**src/rtl/cache_assoc_wb_if.sv**
```systemverilog
// Processor request/response and main-memory handshake bundle for cache_assoc_wb.
// The slave modport is the cache's view; the master modport is the surrounding system's view.
interface cache_assoc_wb_if #(
    parameter int ADDR_W = 5,
    parameter int DATA_W = 8
);
    logic              req_valid_in;
    logic              req_ready_out;
    logic              req_wren_in;
    logic [ADDR_W-1:0] req_addr_in;
    logic [DATA_W-1:0] req_data_in;
    logic              resp_valid_out;
    logic [DATA_W-1:0] resp_data_out;
    logic              resp_hit_out;
    logic              mem_req_out;
    logic              mem_wren_out;
    logic [ADDR_W-1:0] mem_addr_out;
    logic [DATA_W-1:0] mem_data_out;
    logic              mem_ack_in;
    logic [DATA_W-1:0] mem_data_in;

    modport slave (
        input  req_valid_in, req_wren_in, req_addr_in, req_data_in, mem_ack_in, mem_data_in,
        output req_ready_out, resp_valid_out, resp_data_out, resp_hit_out,
               mem_req_out, mem_wren_out, mem_addr_out, mem_data_out
    );

    modport master (
        output req_valid_in, req_wren_in, req_addr_in, req_data_in, mem_ack_in, mem_data_in,
        input  req_ready_out, resp_valid_out, resp_data_out, resp_hit_out,
               mem_req_out, mem_wren_out, mem_addr_out, mem_data_out
    );
endinterface

```
**src/rtl/cache_assoc_wb.sv**
```systemverilog
// N-way set-associative write-back, write-allocate cache with true LRU per set,
// one word per line, req/ack miss handling and saturating hit/miss counters.
module cache_assoc_wb #(
    parameter int ADDR_W = 5,
    parameter int DATA_W = 8,
    parameter int WAYS   = 4,
    parameter int SETS   = 2,
    parameter int CNT_W  = 16
) (
    input  logic             clock_in,
    input  logic             reset_in,
    cache_assoc_wb_if.slave  bus,
    output logic [CNT_W-1:0] hit_count_out,
    output logic [CNT_W-1:0] miss_count_out
);
    localparam int SET_W  = (SETS > 1) ? $clog2(SETS) : 0;
    localparam int SIDX_W = (SET_W > 0) ? SET_W : 1;
    localparam int TAG_W  = ADDR_W - SET_W;
    localparam int WAY_W  = $clog2(WAYS);
    localparam logic [WAY_W-1:0] AGE_MAX = WAY_W'(WAYS - 1);

    typedef enum logic [2:0] {IDLE, LOOKUP, WRBACK, FILL, RESP} state_t;

    state_t r_state;
    state_t w_next;

    logic              r_valid [SETS][WAYS];
    logic              r_dirty [SETS][WAYS];
    logic [TAG_W-1:0]  r_tag   [SETS][WAYS];
    logic [DATA_W-1:0] r_data  [SETS][WAYS];
    logic [WAY_W-1:0]  r_age   [SETS][WAYS];

    logic              r_wren;
    logic [ADDR_W-1:0] r_addr;
    logic [DATA_W-1:0] r_wdata;
    logic [DATA_W-1:0] r_fillData;
    logic [WAY_W-1:0]  r_victim;
    logic              r_respValid;
    logic              r_respHit;
    logic [DATA_W-1:0] r_respData;
    logic [CNT_W-1:0]  r_hitCount;
    logic [CNT_W-1:0]  r_missCount;

    logic [SIDX_W-1:0] w_set;
    logic [TAG_W-1:0]  w_tag;
    logic [ADDR_W-1:0] w_wbAddr;
    logic              w_hit;
    logic [WAY_W-1:0]  w_hitWay;
    logic              w_invFound;
    logic [WAY_W-1:0]  w_invWay;
    logic [WAY_W-1:0]  w_lruWay;
    logic [WAY_W-1:0]  w_victim;
    logic              w_touch;
    logic [WAY_W-1:0]  w_touchWay;
    logic [DATA_W-1:0] w_installData;

    // A single-set cache has no index bits: the whole address is the tag.
    if (SETS > 1) begin : g_sets
        assign w_set    = r_addr[SET_W-1:0];
        assign w_tag    = r_addr[ADDR_W-1:SET_W];
        assign w_wbAddr = {r_tag[w_set][r_victim], w_set};
    end else begin : g_noSets
        assign w_set    = 1'b0;
        assign w_tag    = r_addr;
        assign w_wbAddr = r_tag[0][r_victim];
    end

    always_comb begin
        w_hit      = 1'b0;
        w_hitWay   = '0;
        w_invFound = 1'b0;
        w_invWay   = '0;
        w_lruWay   = '0;
        for (int w = 0; w < WAYS; w++) begin
            if (r_valid[w_set][w] && (r_tag[w_set][w] == w_tag)) begin
                w_hit    = 1'b1;
                w_hitWay = WAY_W'(w);
            end
            if (!w_invFound && !r_valid[w_set][w]) begin
                w_invFound = 1'b1;
                w_invWay   = WAY_W'(w);
            end
            if (r_age[w_set][w] == AGE_MAX) begin
                w_lruWay = WAY_W'(w);
            end
        end
        w_victim = w_invFound ? w_invWay : w_lruWay;
    end

    assign w_touch       = ((r_state == LOOKUP) && w_hit) || (r_state == RESP);
    assign w_touchWay    = (r_state == RESP) ? r_victim : w_hitWay;
    assign w_installData = r_wren ? r_wdata : r_fillData;

    always_ff @(posedge clock_in or posedge reset_in) begin
        if (reset_in) begin
            r_state <= IDLE;
        end else begin
            r_state <= w_next;
        end
    end

    always_comb begin
        w_next            = r_state;
        bus.req_ready_out = 1'b0;
        bus.mem_req_out   = 1'b0;
        bus.mem_wren_out  = 1'b0;
        bus.mem_addr_out  = '0;
        bus.mem_data_out  = '0;
        case (r_state)
            IDLE: begin
                bus.req_ready_out = 1'b1;
                if (bus.req_valid_in) w_next = LOOKUP;
            end
            LOOKUP: begin
                if (w_hit)                                               w_next = IDLE;
                else if (r_valid[w_set][w_victim] && r_dirty[w_set][w_victim]) w_next = WRBACK;
                else if (r_wren)                                         w_next = RESP;
                else                                                     w_next = FILL;
            end
            WRBACK: begin
                bus.mem_req_out  = 1'b1;
                bus.mem_wren_out = 1'b1;
                bus.mem_addr_out = w_wbAddr;
                bus.mem_data_out = r_data[w_set][r_victim];
                if (bus.mem_ack_in) w_next = r_wren ? RESP : FILL;
            end
            FILL: begin
                bus.mem_req_out  = 1'b1;
                bus.mem_addr_out = r_addr;
                if (bus.mem_ack_in) w_next = RESP;
            end
            RESP: w_next = IDLE;
            default: w_next = IDLE;
        endcase
    end

    // Storage, LRU ages, response registers and counters; all keyed off the current state.
    always_ff @(posedge clock_in or posedge reset_in) begin
        if (reset_in) begin
            r_wren      <= 1'b0;
            r_addr      <= '0;
            r_wdata     <= '0;
            r_fillData  <= '0;
            r_victim    <= '0;
            r_respValid <= 1'b0;
            r_respHit   <= 1'b0;
            r_respData  <= '0;
            r_hitCount  <= '0;
            r_missCount <= '0;
            for (int s = 0; s < SETS; s++) begin
                for (int w = 0; w < WAYS; w++) begin
                    r_valid[s][w] <= 1'b0;
                    r_dirty[s][w] <= 1'b0;
                    r_tag[s][w]   <= '0;
                    r_data[s][w]  <= '0;
                    r_age[s][w]   <= WAY_W'(w);
                end
            end
        end else begin
            r_respValid <= 1'b0;
            if (w_touch) begin
                for (int v = 0; v < WAYS; v++) begin
                    if (WAY_W'(v) == w_touchWay) begin
                        r_age[w_set][v] <= '0;
                    end else if (r_age[w_set][v] < r_age[w_set][w_touchWay]) begin
                        r_age[w_set][v] <= r_age[w_set][v] + 1'b1;
                    end
                end
            end
            case (r_state)
                IDLE: begin
                    if (bus.req_valid_in) begin
                        r_wren  <= bus.req_wren_in;
                        r_addr  <= bus.req_addr_in;
                        r_wdata <= bus.req_data_in;
                    end
                end
                LOOKUP: begin
                    if (w_hit) begin
                        if (r_wren) begin
                            r_data[w_set][w_hitWay]  <= r_wdata;
                            r_dirty[w_set][w_hitWay] <= 1'b1;
                        end
                        r_respData  <= r_wren ? r_wdata : r_data[w_set][w_hitWay];
                        r_respValid <= 1'b1;
                        r_respHit   <= 1'b1;
                        if (r_hitCount != '1) r_hitCount <= r_hitCount + 1'b1;
                    end else begin
                        r_victim <= w_victim;
                        if (r_missCount != '1) r_missCount <= r_missCount + 1'b1;
                    end
                end
                WRBACK: begin
                    if (bus.mem_ack_in) r_dirty[w_set][r_victim] <= 1'b0;
                end
                FILL: begin
                    if (bus.mem_ack_in) r_fillData <= bus.mem_data_in;
                end
                RESP: begin
                    r_valid[w_set][r_victim] <= 1'b1;
                    r_dirty[w_set][r_victim] <= r_wren;
                    r_tag[w_set][r_victim]   <= w_tag;
                    r_data[w_set][r_victim]  <= w_installData;
                    r_respData               <= w_installData;
                    r_respValid              <= 1'b1;
                    r_respHit                <= 1'b0;
                end
                default: ;
            endcase
        end
    end

    assign bus.resp_valid_out = r_respValid;
    assign bus.resp_hit_out   = r_respHit;
    assign bus.resp_data_out  = r_respData;
    assign hit_count_out      = r_hitCount;
    assign miss_count_out     = r_missCount;
endmodule

```
**src/flat_wrapper.sv**
```systemverilog
// flat-port wrapper written by rule: the top's interface ports become plain ports
module cache_assoc_wb_flat 
#(
    parameter int ADDR_W = 5,
    parameter int DATA_W = 8,
    parameter int WAYS   = 4,
    parameter int SETS   = 2,
    parameter int CNT_W  = 16
)
  (clock_in, reset_in, hit_count_out, miss_count_out, bus_req_valid_in, bus_req_wren_in, bus_req_addr_in, bus_req_data_in, bus_mem_ack_in, bus_mem_data_in, bus_req_ready_out, bus_resp_valid_out, bus_resp_data_out, bus_resp_hit_out, bus_mem_req_out, bus_mem_wren_out, bus_mem_addr_out, bus_mem_data_out);
  cache_assoc_wb_if #(.ADDR_W(ADDR_W), .DATA_W(DATA_W)) bus_i ();
  input  logic clock_in;
  input  logic reset_in;
  output logic [CNT_W-1:0] hit_count_out;
  output logic [CNT_W-1:0] miss_count_out;
  input wire logic [$bits(bus_i.req_valid_in)-1:0] bus_req_valid_in;
  input wire logic [$bits(bus_i.req_wren_in)-1:0] bus_req_wren_in;
  input wire logic [$bits(bus_i.req_addr_in)-1:0] bus_req_addr_in;
  input wire logic [$bits(bus_i.req_data_in)-1:0] bus_req_data_in;
  input wire logic [$bits(bus_i.mem_ack_in)-1:0] bus_mem_ack_in;
  input wire logic [$bits(bus_i.mem_data_in)-1:0] bus_mem_data_in;
  output wire logic [$bits(bus_i.req_ready_out)-1:0] bus_req_ready_out;
  output wire logic [$bits(bus_i.resp_valid_out)-1:0] bus_resp_valid_out;
  output wire logic [$bits(bus_i.resp_data_out)-1:0] bus_resp_data_out;
  output wire logic [$bits(bus_i.resp_hit_out)-1:0] bus_resp_hit_out;
  output wire logic [$bits(bus_i.mem_req_out)-1:0] bus_mem_req_out;
  output wire logic [$bits(bus_i.mem_wren_out)-1:0] bus_mem_wren_out;
  output wire logic [$bits(bus_i.mem_addr_out)-1:0] bus_mem_addr_out;
  output wire logic [$bits(bus_i.mem_data_out)-1:0] bus_mem_data_out;
  assign bus_i.req_valid_in = bus_req_valid_in;
  assign bus_i.req_wren_in = bus_req_wren_in;
  assign bus_i.req_addr_in = bus_req_addr_in;
  assign bus_i.req_data_in = bus_req_data_in;
  assign bus_i.mem_ack_in = bus_mem_ack_in;
  assign bus_i.mem_data_in = bus_mem_data_in;
  assign bus_req_ready_out = bus_i.req_ready_out;
  assign bus_resp_valid_out = bus_i.resp_valid_out;
  assign bus_resp_data_out = bus_i.resp_data_out;
  assign bus_resp_hit_out = bus_i.resp_hit_out;
  assign bus_mem_req_out = bus_i.mem_req_out;
  assign bus_mem_wren_out = bus_i.mem_wren_out;
  assign bus_mem_addr_out = bus_i.mem_addr_out;
  assign bus_mem_data_out = bus_i.mem_data_out;
  cache_assoc_wb #(.ADDR_W(ADDR_W), .DATA_W(DATA_W), .WAYS(WAYS), .SETS(SETS), .CNT_W(CNT_W)) u_core (.clock_in(clock_in), .reset_in(reset_in), .bus(bus_i), .hit_count_out(hit_count_out), .miss_count_out(miss_count_out));
endmodule
```
**config.mk**
```make
export PLATFORM = sky130hd
export DESIGN_NAME = cache_assoc_wb_flat
export DESIGN_NICKNAME = d
export VERILOG_FILES = /design/src/rtl/cache_assoc_wb_if.sv /design/src/rtl/cache_assoc_wb.sv /design/src/flat_wrapper.sv
export SDC_FILE = /design/constraint.sdc
export NUM_CORES = 1
export LEC_CHECK = 0
export ABC_AREA = 1
export BUFFER_PORTS_ARGS = -buffer_cell sky130_fd_sc_hd__buf_2
export CAP_MARGIN = 5
export CELL_PAD_IN_SITES_DETAIL_PLACEMENT = 1
export CELL_PAD_IN_SITES_GLOBAL_PLACEMENT = 1
export CORE_UTILIZATION = 30
export CTS_CLUSTER_SIZE = 14
export DETAILED_ROUTE_END_ITERATION = 10
export PLACE_DENSITY_LB_ADDON = 0.1
export SYNTH_ARGS = -nofsm -noshare
export SYNTH_HDL_FRONTEND = slang
export SYNTH_SLANG_ARGS = --single-unit
export TNS_END_PERCENT = 30
```
**constraint.sdc**
```tcl
create_clock -name clock_in -period 8.49 [get_ports clock_in]
set_input_delay 1.698 -clock clock_in [delete_from_list [all_inputs] [get_ports clock_in]]
set_output_delay 1.698 -clock clock_in [all_outputs]
set_load 0.02 [all_outputs]
```
==> flow_summary.toml <==
[routing]
routed-via-count = 10140
drtIter0Drc = 478
drt_pass1_iterations = 5
drt-met1-wl_mm = 17.50
drt_drc_violations_left = 0
top_layer_used = "met4"
postRouteAntennaNets = 0
dr_wl_met2_mm = 18.65
post_drt_wl_per_cell_um = 18.58
dr_wl_met3_um = 821
routed_wl_mm = 37.42
viasPerCell = 5.036

[worst_hold_path]
min_path_cells = 2
hold_class = "flip-flop to flip-flop"

[global_routing]
grt_overflow = 0
grt_usage = 0.2074
antenna_found_initial = 0
grt_max_degree = 87
grt_first_pass_wirelength_mm = 61.07
first_global_vias = 10760

[sta]
tightest_slew_ns = 1.260
period_share = 0.5746
finalSetupViolations = 0
min_period_ns = 4.879
skew_ns = 0.01471
rsz0062_at_grt = "no"
setup-tns-final_ns = 0
hold_ws_ns = 0.4552
fmax_mhz = 205.0
maxSlewViolCount = 0
hold_viol = 0
slew-limit-headroom = 0.1569

[floorplanning]
start_util = 0.3058
die-area_mm2 = 0.03818
die_h_um = 195.4
coreArea_mm2 = 0.03670
rows = 70
floorplan.io_pins = 84
die_x_um = 195.4

[synthesis]
syn_nets = 1510
yosysWarnings = 0
synth_seq_cells = 197
synth_area_per_cell_um2 = 7.587
synthCells = 1479
seq_area_frac_synth = 0.4402
synth.top_cells.by_area = "dfrtp_1 42%, nand2_1 15%, o21ai_0 6.4%"
synth_top_area_cell = "dfrtp_1"
synth.distinct_cells = 52
synth.cell_area_mm2 = 0.01122
yosysTopAreaCellShare = 0.4215

[critical_path]
worstPathMaxFanout = 86
critPathCaptureType = "primary output"
crit_type = "flip-flop to primary output"
required_ns = 6.79
worstPathArrival_ns = 3.18
r2r_cells = 19
start_kind = "flip-flop"
r2r_slack_ns = 4.03

[power]
total_power_mw = 4.336
peakVddDrop_v = 0.0001669
cellPowerDensity_mw_per_mm2 = 344.4
p_leak_nw = 6.070

[clock_tree]
clock_sinks = 197
cts_max_path_buffers = 2
clk_latency_ns = 0.47
holdBufCountCts = 0
cts_tree = "done"
cts_buffers = 17
cts_resized = 0
post-cts-setup-buffers = 0
htreeDepth = 4
cts-root-buf = "clkbuf_16"
cts.clk_slew.worst_paths_ns = 0.07

[placement]
gp_congestion = 0.8089
port-buffer-count = 83
hpwl_mm = 27.96

[cells_and_area]
drive_gt1_frac = 0.1294
layout_commonest_cell = "nand2_1"
final_cell_mix = "445 x nand2_1, 188 x dfrtp_1, 144 x o21ai_0"
nNetsFinal = 1564
antenna-diode-count = 0
area_delta_synth_final_pct = 12.20

[outcome]
status = "complete, no violations"

[run]
max_cap_viol_count = 0
[kinds of logic after synthesis]
kind of cell	count (synthesis)	share of synthesized area
AO/OA/AOI/OAI	314	0.1657
multiplexers	34	0.03401
adder cells (fa/ha/maj)	5	0.005575
AND/OR/NAND/NOR	689	0.2538
buffers and inverters	208	0.07572
XOR/XNOR	32	0.02498
flip-flops	197	0.4402
[registers in the layout, indices dropped and copies added (netlist names), 16 cells and up]
| register | cells |
|---|---|
| u_core.r_data | 64 |
| u_core.r_tag | 32 |
| u_core.hit_count_out | 16 |
| u_core.miss_count_out | 16 |
| u_core.r_age | 16 |
[through the flow]
stage	std cells	worst slack (ns)	utilization	area, µm²
3_3_place_gp	1982	4.094	0.3273	12010
4_1_cts	2014	3.534	0.3431	12590
5_1_grt	2014	3.370	0.3431	12590
3_5_place_dp	1982	3.956	0.3273	12010
2_1_floorplan	1479	1.436	-	11220
6_report	2014	3.611	0.3431	12590
[final timing paths]
kind                                   startpoint                       to
worst max-delay path             u_core.r_addr[0]      bus_mem_data_out[6]
worst min-delay path            u_core.r_valid[4]        u_core.r_valid[4]
worst max register to register   u_core.r_addr[0]          u_core.r_age[4]
worst min register to register  u_core.r_valid[4]        u_core.r_valid[4]
max in group asynchronous                reset_in        u_core.r_data[18]
min in group asynchronous                reset_in  u_core.hit_count_out[5]
[synthesized netlist by cell type (all sizes together)]
master   number
a21oi        43
dfrtp       189
mux2i         1
a211oi        6
o221ai        3
ha            5
mux2         33
a221oi        2
o21ai       160
inv         141
o22ai        65
nand2       454
clkinv       13
xnor2        17
xor2         15
o21a          1
nand3b        1
o2bb2ai       1
o211ai       20
or2           9
o311ai        1
buf          18
nor4          3
nand4         6
dfstp         8
a41oi         2
a31oi         7
nor2        138
nand3        70
a21boi        1
clkbuf       36
a22o          1
o21bai        1
nor3          8
[worst max-delay path: stages (launching register included)]
cell and delay, ns:
dfrtp_4 0.78, buf_4 0.76, o21ai_0 0.28, nand2_1 0.11
o21ai_0 0.09, a211oi_1 0.42, nor2_1 0.07, buf_2 0.18
[layer usage]
metal  vias up  global-route usage
met5         -                   0
met4         0             0.04783
met3        29             0.03316
met2        98              0.3616
met1      5061              0.2679
li1       4955                   -
[report_power, final]
| group | internal, mW | total [mW] | switching, mW | leakage [nW] |
|---|---|---|---|---|
| sequential | 1.21 | 1.43 | 0.223 | 2.56 |
| clock | 0.440 | 0.829 | 0.389 | 0.282 |
| combinational | 0.605 | 2.07 | 1.47 | 3.23 |
| total | 2.25 | 4.34 | 2.08 | 6.07 |
[final cells by class]
type	instances	area [µm²]
tap	468	585.6
fill	4470	24110
timing repair buffer	89	460.4
inverter	154	588.1
clock inverter	8	86.33
sequential	197	4943
multi-input combinational	1074	5434
clock buffer	24	491.7
Power figures use the tool's default switching activity.
